## src/rtl/johnson_decoder.sv

```systemverilog
// Johnson-code position decoder: validates each sampled code, converts it to a binary
// position, and tracks step direction, lock status and the signed net wrap count.
module johnson_decoder #(
  parameter int WIDTH  = 4,
  parameter int WRAP_W = 8,
  localparam int IDX_W = $clog2(2 * WIDTH)
) (
  input  logic              clock,
  input  logic              reset,
  input  logic [WIDTH-1:0]  code_in,
  input  logic              code_valid,
  input  logic              clear_err,
  output logic [IDX_W-1:0]  index,
  output logic              dir,
  output logic              step,
  output logic              illegal,
  output logic              err_sticky,
  output logic              locked,
  output logic [WRAP_W-1:0] wrap_count
);

  localparam logic [IDX_W-1:0]         LAST_IDX = IDX_W'(2 * WIDTH - 1);
  localparam logic signed [WRAP_W-1:0] WRAP_ONE = WRAP_W'(1);

  typedef enum logic {
    UNLOCKED = 1'b0,
    LOCKED   = 1'b1
  } state_t;

  // A Johnson code read MSB..LSB has at most one 0/1 boundary.
  function automatic logic is_legal(input logic [WIDTH-1:0] c);
    int t;
    t = 0;
    for (int i = 0; i < WIDTH - 1; i++) begin
      if (c[i] != c[i+1]) t++;
    end
    return (t <= 1);
  endfunction

  function automatic logic [IDX_W-1:0] decode(input logic [WIDTH-1:0] c);
    int pop;
    pop = 0;
    for (int i = 0; i < WIDTH; i++) pop += int'(c[i]);
    if (c[0] || (c == '0)) return IDX_W'(pop);
    return IDX_W'(2 * WIDTH - pop);
  endfunction

  // Stage p0: combinational legality check, decode and neighbour positions.
  logic                      legal_p0;
  logic [IDX_W-1:0]          idx_p0;
  logic [IDX_W-1:0]          nxt_p0;
  logic [IDX_W-1:0]          prv_p0;

  state_t                    state_p1;
  logic [IDX_W-1:0]          index_p1;
  logic                      dir_p1;
  logic                      step_p1;
  logic                      illegal_p1;
  logic                      err_p1;
  logic                      locked_p1;
  logic signed [WRAP_W-1:0]  wrap_p1;

  assign legal_p0 = is_legal(code_in);
  assign idx_p0   = decode(code_in);
  assign nxt_p0   = (index_p1 == LAST_IDX) ? '0 : index_p1 + 1'b1;
  assign prv_p0   = (index_p1 == '0) ? LAST_IDX : index_p1 - 1'b1;

  // Stage p1: registered state and outputs.
  always_ff @(posedge clock or posedge reset) begin
    if (reset) begin
      state_p1   <= UNLOCKED;
      index_p1   <= '0;
      dir_p1     <= 1'b0;
      step_p1    <= 1'b0;
      illegal_p1 <= 1'b0;
      err_p1     <= 1'b0;
      locked_p1  <= 1'b0;
      wrap_p1    <= '0;
    end else begin
      step_p1    <= 1'b0;
      illegal_p1 <= 1'b0;
      if (clear_err) err_p1 <= 1'b0;
      if (code_valid) begin
        case (state_p1)
          UNLOCKED: begin
            if (legal_p0) begin
              index_p1  <= idx_p0;
              locked_p1 <= 1'b1;
              state_p1  <= LOCKED;
            end else begin
              illegal_p1 <= 1'b1;
              err_p1     <= 1'b1;
            end
          end
          LOCKED: begin
            if (legal_p0 && (idx_p0 == index_p1)) begin
              // Same position re-sampled: nothing to report.
            end else if (legal_p0 && (idx_p0 == nxt_p0)) begin
              index_p1 <= idx_p0;
              step_p1  <= 1'b1;
              dir_p1   <= 1'b1;
              if (index_p1 == LAST_IDX) wrap_p1 <= wrap_p1 + WRAP_ONE;
            end else if (legal_p0 && (idx_p0 == prv_p0)) begin
              index_p1 <= idx_p0;
              step_p1  <= 1'b1;
              dir_p1   <= 1'b0;
              if (index_p1 == '0) wrap_p1 <= wrap_p1 - WRAP_ONE;
            end else begin
              // Illegal code or a jump: keep the last good index, drop lock.
              illegal_p1 <= 1'b1;
              err_p1     <= 1'b1;
              locked_p1  <= 1'b0;
              state_p1   <= UNLOCKED;
            end
          end
          default: state_p1 <= UNLOCKED;
        endcase
      end
    end
  end

  assign index      = index_p1;
  assign dir        = dir_p1;
  assign step       = step_p1;
  assign illegal    = illegal_p1;
  assign err_sticky = err_p1;
  assign locked     = locked_p1;
  assign wrap_count = wrap_p1;

endmodule

```

## config.mk

```make
export PLATFORM = sky130hd
export DESIGN_NAME = johnson_decoder
export DESIGN_NICKNAME = d
export VERILOG_FILES = /design/src/rtl/johnson_decoder.sv
export SDC_FILE = /design/constraint.sdc
export NUM_CORES = 1
export LEC_CHECK = 0
export ABC_AREA = 0
export BUFFER_PORTS_ARGS = -buffer_cell sky130_fd_sc_hd__buf_4
export CELL_PAD_IN_SITES_DETAIL_PLACEMENT = 0
export CELL_PAD_IN_SITES_GLOBAL_PLACEMENT = 2
export CORE_AREA = 8 8 75 70
export CTS_BUF_LIST = sky130_fd_sc_hd__clkbuf_8 sky130_fd_sc_hd__clkbuf_16
export CTS_CLUSTER_SIZE = 14
export DETAILED_ROUTE_END_ITERATION = 7
export DIE_AREA = 0 0 83 78
export PLACE_DENSITY = 0.85
export SLEW_MARGIN = 30
export SYNTH_ARGS = -nofsm -noshare
export SYNTH_HDL_FRONTEND = slang
export SYNTH_SLANG_ARGS = --single-unit
```

## constraint.sdc

```tcl
create_clock -name clock -period 6.2 [get_ports clock]
set_input_delay 0.31 -clock clock [delete_from_list [all_inputs] [get_ports clock]]
set_output_delay 0.31 -clock clock [all_outputs]
set_load 0.005 [all_outputs]
```

Word-level counts from Yosys, hierarchy flattened
Index checks and enable logic that the tools add are counted.

Add/sub/neg operators: 10. Magnitude comparators: 1. Equality and inequality tests: 13. Multiplexer cells: 45. Bitwise gates (word level): 2. Reductions and logical operators: 12.

Operators by type and width (count): $add 32x2->32 const B (2); $mux 32 (2); $le 32x2->1 const B (1); $mux 8 (4); $mux 1 (26); $mux 3 (8); $ne 2x2->1 const B (5); $eq 3x3->1 (3); $add 8x2->8 const B (1); $pmux 1 s2 (4); $reduce_and 4->1 (2); $sub 8x2->8 const B (1); $pmux 3 s2 (1); $reduce_and 6->1 (1); $reduce_and 5->1 (1); $logic_not 4->1 (1); $reduce_bool 2->1 (2); $add 2x1->3 (1); $add 3x1->3 (1); $add 3x1->3 const B (1); $eq 3x3->1 const B (1); $logic_and 1x1->1 (3); $logic_not 3->1 (1); $ne 1x1->1 (3); other kinds (6) (7).

Bits in registers: 17. Bits of input ports: 8.

Longest topological paths before layout
Gate-level depths: netlist (run 1).

Depth in word-level cells: 13. Gate-level depth with buffers: 18. Mapped depth without buffers: 18.

Worst setup path before layout (run 1)
Ideal clock, no wire load.

Path type: in2reg. Start point: in code_in[0]. End point: reg wrap_p1[7] (netlist: wrap_count[7]). Setup time: 123 ps. Data arrival time: 4266 ps. Setup slack: 1811 ps. Cell stages on the path: 18. Buffers on the path: 0. Cells stage by stage: fa_1 -> ha_1 -> ha_1 -> inv_1 -> ha_1 -> a211oi_2 -> xor3_1 -> or3_1 -> o22ai_4 -> inv_1 -> ha_1 -> a21o_1 -> a21oi_1 -> o21ai_0 -> o41ai_1 -> nand4b_1 -> a21o_1 -> xnor2_1.

Word-level cells in the longest chain between the ends: 10.

Ends and longest elaborated chain: from (decl) (line 10) `input logic [WIDTH-1:0] code_in,`; $ne 1x1->1 (line 35) `if (c[i] != c[i+1]) t++;`; $mux 1 (line 35); $add 32x2->32 (line 35); $mux 32 (line 35); $add 32x2->32 (line 35); $mux 32 (line 35); $le 32x2->1 (line 37) `return (t <= 1);`; $logic_and 1x1->1, on equally long branches (line 98, 103, 96); $ne 2x2->1 (no source line), or another cell as far along; $reduce_and 6->1 (no source line); to (signal assigned) (line 102) `if (index_p1 == LAST_IDX) wrap_p1 <= wrap_p1 + WRAP_ONE;`; to (signal assigned) (line 107) `if (index_p1 == '0) wrap_p1 <= wrap_p1 - WRAP_ONE;`; to (decl) (line 61) `logic signed [WRAP_W-1:0] wrap_p1;`.

Several ways; a longest one is shown, not always the timed one. The select of a mux whose other input is x is not followed. A chain may end at the register's enable or synchronous reset.

Worst setup path in the final report (run 1)
Ends and elaborated chain as after synthesis.

==> impl_metrics.json, run 1 <==
{
  "status": "finished, final reports clean",
  "clk_latency_ns": 0.25,
  "crit_chain": "buf_4 -> fa_1 -> ha_1 -> ha_1 -> inv_1 -> ha_1 -> a211oi_2 -> xor3_1 -> or3_1 -> o22ai_4 -> inv_1 -> ha_1 -> a21o_1 -> a21oi_1 -> o21ai_0 -> o41ai_1 -> nand4b_1 -> a21o_1 -> xnor2_1",
  "powerDensity_nw_per_um2": 514,
  "io-pin-count": 24,
  "die_x_um": 83,
  "final-hold-violation-count": 0,
  "ys_seq_area_frac": 0.294,
  "p_leak_nw": 0.807,
  "r2r_cells": 15,
  "synthArstFlopShare": 1.00,
  "relSlewSlack": 0.570,
  "drtIter0Drc": 32,
  "clock_sinks": 17,
  "path_max_fanout": 7,
  "timing.rr.end": "wrap_count[7]",
  "grt_pass1_wl_mm": 5.15,
  "htree_levels": 1,
  "crit_type": "input port to flop",
  "num_rows": 22,
  "r2r_setup_slack_ns": 2.02,
  "required_ns": 6.34,
  "cts-root-buf": "clkbuf_8",
  "syn_area_per_cell_sq_um": 10.2,
  "synthCells": 142,
  "rsz0062_at_grt": "no",
  "place_inst": 212,
  "critPathLaunch": "code_in[0]",
  "place_hpwl_mm": 2.47,
  "period_minus_slack_ns": 4.77,
  "num-fill-cells": 387,
  "via_per_inst": 5.07,
  "coreArea_sq_um": 3990,
  "cp-start-kind": "input port",
  "clkTransAtPathRegs_ns": 0.06,
  "setup_tns_ns": 0,
  "cp_common_cell": "ha_1",
  "critPathBufInv": 3,
  "gp_congestion": 0.810,
  "portBuffers": 23,
  "fin_crit_sh": 0.770,
  "cap_viol_max_count": 0,
  "synth.distinct_cells": 43,
  "cts_buffers": 3,
  "setup_violations": 0,
  "antenna_cells": 0,
  "clockBufferDepth": 2,
  "ir_worst_vdd_mv": 0.251,
  "cts_tree": "done",
  "grt_max_degree": 18,
  "final_util": 0.430,
  "multi_input_area_sq_um": 951,
  "fp.dieH_um": 78,
  "whs_ns": 0.143,
  "endpoint_kind": "flop",
  "grt_usage": 0.0933,
  "post_cts_resized": 0,
  "synth_ff_type": "dfrtp_1",
  "skew_ns": 0.00249,
  "hold_class": "input port to asynchronous set/reset pin",
  "wl_per_cell_um": 14.3,
  "worstMarginPinSlew_ns": 0.645,
  "p_total_w": 0.000884,
  "antenna_left": 0,
  "vias": 1095,
  "max_freq_ghz": 0.209,
  "maxSlewViolCount": 0,
  "synth_fp_nets": 167,
  "netlist_area_sq_um": 1450,
  "grt_pass1_vias": 1122,
  "initial_utilization": 0.363,
  "crit_family": "compound AO/OA/AOI/OAI gates",
  "regArea_sq_um": 425,
  "synth-edff-count": 0,
  "drtPass1Iterations": 4,
  "worstPathArrival_ns": 4.91,
  "post_cts_buffers": 0,
  "nets": 194,
  "die_area_sq_um": 6470,
  "antenna_found_initial": 0,
  "hold_buffers": 0,
  "drc_errors": 0,
  "synth-seq-cells": 17,
  "area_delta_synth_final_pct": 18.7,
  "drive_gt1_frac": 0.232,
  "crit_path_max_incr_delay_ns": 0.48,
  "crit_slowest_cell": "fa_1",
  "synth_warnings": 0,
  "grt-ovfl-total": 0,
  "worstReg2RegStart": "index[0]",
  "layout.cells.non_filler": 216,
  "wl_mm": 3.08
}
-- through the flow --
stage / cell area (sq um) / setup slack (ns)
floorplan: 1450 / 1.81
global placement: 1670 / 1.29
detailed placement: 1670 / 1.18
CTS: 1720 / 1.41
global route: 1720 / 1.13
finish: 1720 / 1.43
-- registers in the layout (all words and copies together) (netlist names) --
signal      flops
wrap_count      8
index           3
dir             1
err_sticky      1
illegal         1
locked          1
state_p1        1
step            1
-- cells in the mapped netlist, types with 2 or more instances --
library cell / n / area [sq um]
dfrtp_1: 17 / 425
inv_1: 17 / 63.8
ha_1: 15 / 188
xnor2_1: 13 / 114
nor2_1: 10 / 37.5
a21oi_1: 6 / 30.0
mux2_4: 6 / 90.1
mux2i_1: 6 / 60.1
nand2_1: 5 / 18.8
nor3_1: 4 / 20.0
a21o_1: 3 / 22.5
nand4b_1: 3 / 26.3
o21ai_0: 3 / 15.0
fa_1: 2 / 40.0
nand3_1: 2 / 10.0
o21bai_1: 2 / 15.0
or3b_1: 2 / 17.5
-- cell usage in the layout (no fill, tap or decap), drive strengths merged, types with 3 or more instances in the layout --
cell	n
nand4b	3
buf	23
inv	18
a21o	3
nand2	5
dfrtp	17
a211oi	3
xnor2	13
mux2i	7
nor3	5
mux2	6
nor2	11
clkbuf	3
ha	15
a21oi	7
o21ai	3
-- area by class of cell --
class | count | area share
Inverter | 17 | 0.0371
Tap cell | 48 | 0.0350
Clock inverter | 1 | 0.00218
Multi-Input combinational cell | 107 | 0.554
Sequential cell | 17 | 0.248
Clock buffer | 3 | 0.0240
Timing Repair Buffer | 23 | 0.101
-- cells by family (layout without fill, tap and decap cells) --
logic type / Yosys count / after routing / synth area share
AND/OR/NAND/NOR: 36 / 36 / 0.143
AO/OA/AOI/OAI: 26 / 26 / 0.143
buffers and inverters: 18 / 44 / 0.0493
adder cells (fa/ha/maj): 17 / 17 / 0.157
flip-flops: 17 / 17 / 0.294
XOR/XNOR: 15 / 15 / 0.101
multiplexers: 13 / 13 / 0.113
-- metal layers --
layer,track usage,wire (um),up-vias
met3,0.0459,236,2
met1,0.110,1460,519
met5,0,0,-
met2,0.153,1380,23
li1,-,-,551
met4,0.0105,9,0
-- power breakdown --
group	internal [W]	switching [W]
combinational	0.000298	0.000301
sequential	0.000156	0.0000470
clock	0.0000440	0.0000377
total	0.000498	0.000386
-- worst max path at each step --
stage                    endpoint  slack, ns  cells after the start
floorplan           wrap_count[7]       1.81                     18
global placement    wrap_count[7]       1.29                     19
detailed placement  wrap_count[7]       1.18                     19
CTS                 wrap_count[7]       1.41                     19
global route        wrap_count[7]       1.13                     19
finish              wrap_count[7]       1.43                     19
No activity file was read; power rests on OpenSTA's default activity.
==> run 2: changes to the inputs <==
--- a/config.mk
+++ b/config.mk
@@ -5,16 +5,16 @@
 export SDC_FILE = /design/constraint.sdc
 export NUM_CORES = 1
 export LEC_CHECK = 0
-export ABC_AREA = 0
+export ABC_AREA = 1
 export BUFFER_PORTS_ARGS = -buffer_cell sky130_fd_sc_hd__buf_4
 export CELL_PAD_IN_SITES_DETAIL_PLACEMENT = 0
 export CELL_PAD_IN_SITES_GLOBAL_PLACEMENT = 2
-export CORE_AREA = 8 8 75 70
+export CORE_AREA = 8 8 87 81
 export CTS_BUF_LIST = sky130_fd_sc_hd__clkbuf_8 sky130_fd_sc_hd__clkbuf_16
 export CTS_CLUSTER_SIZE = 14
 export DETAILED_ROUTE_END_ITERATION = 7
-export DIE_AREA = 0 0 83 78
-export PLACE_DENSITY = 0.85
+export DIE_AREA = 0 0 95 89
+export PLACE_DENSITY = 0.78
 export SLEW_MARGIN = 30
 export SYNTH_ARGS = -nofsm -noshare
 export SYNTH_HDL_FRONTEND = slang
==> constraint.sdc (replaced) <==
create_clock -name clock -period 3.8 [get_ports clock]
set_input_delay 0.19 -clock clock [delete_from_list [all_inputs] [get_ports clock]]
set_output_delay 0.19 -clock clock [all_outputs]
set_load 0.005 [all_outputs]
==> impl_metrics.json, run 2 <==
{
  "synthCells": 219,
  "p_leak_nw": 1.10,
  "area_delta_synth_final_pct": 20.3,
  "cap_viol_max_count": 0,
  "ys_seq_area_frac": 0.280,
  "synth.area.top_cells": "dfrtp_1, nand2_1, ha_1, nand3_1, inv_1",
  "skew_ns": 0.00245,
  "synth_xor_area_frac": 0.0403,
  "die_area_sq_um": 8460,
  "regArea_sq_um": 425,
  "num-fill-cells": 595,
  "io-pin-count": 24,
  "max_freq_ghz": 0.305,
  "antenna_found_initial": 0,
  "grt_pass1_vias": 1375,
  "setup_tns_ns": 0,
  "synth-adder-area-share": 0.150,
  "clockBufferDepth": 2,
  "cts_buffers": 3,
  "drtIter0Drc": 85,
  "multi_input_area_sq_um": 957,
  "synth-seq-cells": 17,
  "synth_top_family_by_area": "simple AND/OR/NAND/NOR gates",
  "wl_mm": 3.71,
  "period_minus_slack_ns": 3.27,
  "worstMarginPinSlew_ns": 0.716,
  "post_cts_buffers": 0,
  "powerDensity_nw_per_um2": 800,
  "hold_class": "input port to asynchronous set/reset pin",
  "status": "finished, final reports clean",
  "hold_buffers": 0,
  "synth-edff-count": 0,
  "grt_max_degree": 18,
  "synth_ff_type": "dfrtp_1",
  "drtPass1Iterations": 4,
  "setup_violations": 0,
  "antenna_cells": 0,
  "post-place-ws_ns": 0.264,
  "die_x_um": 95,
  "grt-ovfl-total": 0,
  "endpoint_kind": "flop",
  "synth_mux_area_frac": 0,
  "synthArstFlopShare": 1.00,
  "clkTransAtPathRegs_ns": 0.08,
  "maxSlewViolCount": 0,
  "wl_per_cell_um": 11.7,
  "post_cts_resized": 0,
  "synth.top_cell.area_share": 0.280,
  "num_rows": 26,
  "gp_congestion": 0.758,
  "final_util": 0.329,
  "synth_top_area_cell": "dfrtp_1",
  "synthSimpleGateAreaFrac": 0.389,
  "place_hpwl_mm": 2.88,
  "grt_pass1_wl_mm": 6.49,
  "nets": 272,
  "synth.most_common_cell": "nand2_1",
  "required_ns": 3.96,
  "netlist_area_sq_um": 1520,
  "drive_gt1_frac": 0.167,
  "cts-root-buf": "clkbuf_8",
  "syn_area_per_cell_sq_um": 6.95,
  "htree_levels": 1,
  "antenna_left": 0,
  "rsz0062_at_grt": "no",
  "final_common_cell": "nand2_1",
  "synth_common_cells": "nand2_1, inv_1, nand3_1, dfrtp_1, ha_1",
  "via_per_inst": 4.34,
  "synth_warnings": 0,
  "cts_tree": "done",
  "ir_worst_vdd_mv": 0.225,
  "synth_fp_nets": 244,
  "relSlewSlack": 0.522,
  "grt_usage": 0.0946,
  "layout_setup_ws_ns": 0.526,
  "drc_errors": 0,
  "largest_reg_flops": 8,
  "vias": 1372,
  "worstPathArrival_ns": 3.43,
  "synth_compound_gate_area_share": 0.0502,
  "portBuffers": 23,
  "clock_sinks": 17,
  "fin_crit_sh": 0.862,
  "clk_latency_ns": 0.26,
  "synth.distinct_cells": 24,
  "path_max_fanout": 13,
  "final-hold-violation-count": 0,
  "coreArea_sq_um": 5560,
  "cp-start-kind": "input port",
  "initial_utilization": 0.274,
  "r2r_cells": 16,
  "fp.dieH_um": 89,
  "layout_common_cells": "nand2_1, inv_1, nand3_1, buf_4, dfrtp_1",
  "crit_type": "input port to flop"
}
-- run 2: changes by cell type after synthesis, moves of 6 or more --
cell	before	now
xnor2_1	13	3
mux2_4	6	0
nand2_1	5	82
inv_1	17	35
nand3_1	2	27
mux2i_1	6	0
-- run 2: cell families (layout without fill, tap and decap cells) --
family | count (synthesis) | count (layout)
AND/OR/NAND/NOR | 129 | 129
buffers and inverters | 37 | 64
adder cells (fa/ha/maj) | 17 | 17
flip-flops | 17 | 17
AO/OA/AOI/OAI | 12 | 12
XOR/XNOR | 7 | 7
-- run 2: report_power, final --
group          switching [W]  internal [W]  total (W)
registers          0.0000792      0.000250   0.000329
logic               0.000570      0.000415   0.000985
clock network      0.0000764     0.0000740   0.000150
-- run 2: per-layer routing --
layer	global-route usage	vias to the layer above	routed length, um
met1	0.130	607	1950
met4	0.0127	0	16
met2	0.150	22	1620
li1	-	741	-
met3	0.0210	2	125
met5	0	-	0
-- run 2: per-stage QoR --
stage / hold slack (ns) / power (W) / area (sq um) / cells
6_report: 0.0413 / 0.00146 / 1830 / 316
3_5_place_dp: 0.368 / 0.00132 / 1780 / 312
4_1_cts: 0.0771 / 0.00148 / 1830 / 316
2_1_floorplan: 0.116 / 0.00105 / 1520 / 219
3_3_place_gp: 0.356 / 0.00134 / 1780 / 312
5_1_grt: 0.108 / 0.00165 / 1830 / 316
-- run 2: worst paths after layout --
check / slack [ns] / end / startpoint
worst max-delay path: 0.53 / wrap_count[7] / code_in[0]
worst min-delay path: 0.04 / err_sticky / reset
worst max register to register: 0.86 / wrap_count[7] / index[0]
worst min register to register: 0.49 / locked / locked
max in group asynchronous: 3.30 / wrap_count[6] / reset
min in group clock: 0.15 / err_sticky / clear_err
-- run 2: worst max-delay path, cell delays in order --
cell     delay, ns
buf_4         0.12
fa_1          0.47
ha_1          0.19
ha_1          0.29
inv_1         0.06
ha_1          0.30
inv_1         0.06
nand3_1       0.11
nand3_1       0.10
nand2_1       0.08
nor2_4        0.15
nand2_4       0.15
ha_1          0.39
a21oi_1       0.21
nand2_1       0.11
a31oi_1       0.19
inv_1         0.06
nand2_1       0.06
nand2_1       0.04
nand2_1       0.05
nand2_1       0.04
-- run 2: cell type report --
cell class	count	share of cell area
well taps	70	0.0478
multi-input cells	165	0.523
flip-flops and latches	17	0.232
repair buffers	23	0.0943
clock buffers	3	0.0226
inverters	37	0.0759
clock inverters	1	0.00410
==> run 3: changes to the inputs <==
--- a/config.mk
+++ b/config.mk
@@ -11,10 +11,12 @@
 export CELL_PAD_IN_SITES_GLOBAL_PLACEMENT = 2
 export CORE_AREA = 8 8 87 81
 export CTS_BUF_LIST = sky130_fd_sc_hd__clkbuf_8 sky130_fd_sc_hd__clkbuf_16
+export CTS_CLUSTER_DIAMETER = 200
 export CTS_CLUSTER_SIZE = 14
 export DETAILED_ROUTE_END_ITERATION = 7
 export DIE_AREA = 0 0 95 89
-export PLACE_DENSITY = 0.78
+export MAX_ROUTING_LAYER = met4
+export PLACE_DENSITY_LB_ADDON = 0.12
 export SLEW_MARGIN = 30
 export SYNTH_ARGS = -nofsm -noshare
 export SYNTH_HDL_FRONTEND = slang
==> impl_metrics.json, run 3 (synthesis results as in run 2) <==
{
  "clock_sinks": 17,
  "grt-ovfl-total": 0,
  "cp_common_cell": "nand2_1",
  "wl_per_cell_um": 12.0,
  "multi_input_area_sq_um": 957,
  "skew_ns": 0.000785,
  "antenna_cells": 0,
  "nets": 272,
  "cap_viol_max_count": 0,
  "clockBufferDepth": 2,
  "p_seq_frac": 0.226,
  "rsz0062_at_grt": "no",
  "worstMarginPinSlew_ns": 0.729,
  "largest_reg_flops": 8,
  "drive_gt1_frac": 0.167,
  "crit_chain": "buf_4 -> fa_1 -> ha_1 -> ha_1 -> inv_1 -> ha_1 -> inv_1 -> nand3_1 -> nand3_1 -> nand2_1 -> nor2_4 -> nand2_4 -> ha_1 -> a21oi_1 -> nand2_1 -> a31oi_1 -> inv_1 -> nand2_1 -> nand2_1 -> nand2_1 -> nand2_1",
  "area_delta_synth_final_pct": 20.1,
  "p_leak_nw": 1.10,
  "die_area_sq_um": 8460,
  "fin_crit_sh": 0.863,
  "crit_type": "input port to flop",
  "final-hold-violation-count": 0,
  "critPathBufInv": 4,
  "grt_max_degree": 18,
  "wl_mm": 3.79,
  "num_rows": 26,
  "io-pin-count": 24,
  "final_common_cell": "nand2_1",
  "final_util": 0.329,
  "num-fill-cells": 598,
  "p_int_w": 0.000736,
  "hold_buffers": 0,
  "portBuffers": 23,
  "layout_common_cells": "nand2_1, inv_1, nand3_1, buf_4, dfrtp_1",
  "swShare": 0.494,
  "cp-start-kind": "input port",
  "ir_worst_vdd_mv": 0.237,
  "antenna_left": 0,
  "crit_path_max_incr_delay_ns": 0.46,
  "drtPass1Iterations": 4,
  "vias": 1336,
  "status": "finished, final reports clean",
  "power.switching_w": 0.000718,
  "die_x_um": 95,
  "fp.dieH_um": 89,
  "p_total_w": 0.00145,
  "r2r_setup_slack_ns": 0.81,
  "place_hpwl_mm": 2.98,
  "max_freq_ghz": 0.305,
  "powerDensity_nw_per_um2": 795,
  "period_minus_slack_ns": 3.28,
  "regArea_sq_um": 425,
  "path_max_fanout": 13,
  "power_frac_comb": 0.676,
  "drc_errors": 0,
  "coreArea_sq_um": 5560,
  "cts_tree": "done",
  "hold_class": "input port to asynchronous set/reset pin",
  "crit_family": "adder cells",
  "antenna_found_initial": 0,
  "setup_violations": 0,
  "drtIter0Drc": 64,
  "required_ns": 3.95,
  "initial_utilization": 0.274,
  "endpoint_kind": "flop",
  "pwr-share-clk": 0.098,
  "worstPathArrival_ns": 3.43,
  "grt_pass1_vias": 1241,
  "setup_tns_ns": 0,
  "crit_slowest_cell": "fa_1",
  "cts-root-buf": "clkbuf_8",
  "post_cts_buffers": 0,
  "via_per_inst": 4.23,
  "clk_latency_ns": 0.25,
  "relSlewSlack": 0.513,
  "grt_usage": 0.0970,
  "cts_buffers": 3,
  "htree_levels": 1,
  "grt_pass1_wl_mm": 6.24,
  "gp_congestion": 0.736,
  "maxSlewViolCount": 0,
  "post_cts_resized": 0,
  "clkTransAtPathRegs_ns": 0.07
}
-- run 3: final timing paths --
| kind | start | endpoint | cells past startpoint |
|---|---|---|---|
| min in group clock | clear_err | err_sticky | 4 |
| worst min-delay path | reset | err_sticky | 2 |
| max in group asynchronous | reset | state_p1 | 2 |
| worst max-delay path | code_in[0] | wrap_count[7] | 21 |
| worst min register to register | locked | locked | 2 |
| worst max register to register | index[0] | wrap_count[7] | 16 |
-- run 3: metrics by stage --
step,setup slack (ns),instances,hold slack [ns],area (sq um)
3_3_place_gp,0.180,312,0.365,1780
3_5_place_dp,0.236,312,0.376,1780
4_1_cts,0.506,316,0.0931,1830
5_1_grt,0.229,316,0.127,1830
2_1_floorplan,0.650,219,0.116,1520
6_report,0.520,316,0.0525,1830
-- run 3: layout make-up --
| class | count | area share |
|---|---|---|
| clock buffer | 3 | 0.0226 |
| clock inverter | 1 | 0.00274 |
| inverter | 37 | 0.0760 |
| multi-input combinational | 165 | 0.524 |
| sequential | 17 | 0.233 |
| tap | 70 | 0.0479 |
| timing repair buffer | 23 | 0.0945 |
-- run 3: per-layer routing --
layer	global-route usage	part of all wire	vias to the layer above
met5	-	0	-
met4	0.0127	0.0024	0
met3	0.0252	0.039	2
met2	0.137	0.40	15
met1	0.137	0.55	580
li1	-	-	739
-- run 3: power groups by stage --
stage | Sequential (W) | Combinational (W) | Clock, W
6_report | 0.000329 | 0.000983 | 0.000142
5_1_grt | 0.000343 | 0.00114 | 0.000157
4_1_cts | 0.000331 | 0.000998 | 0.000153
3_5_place_dp | 0.000334 | 0.000991 | 0
3_3_place_gp | 0.000338 | 0.00101 | 0
2_1_floorplan | 0.000320 | 0.000732 | 0
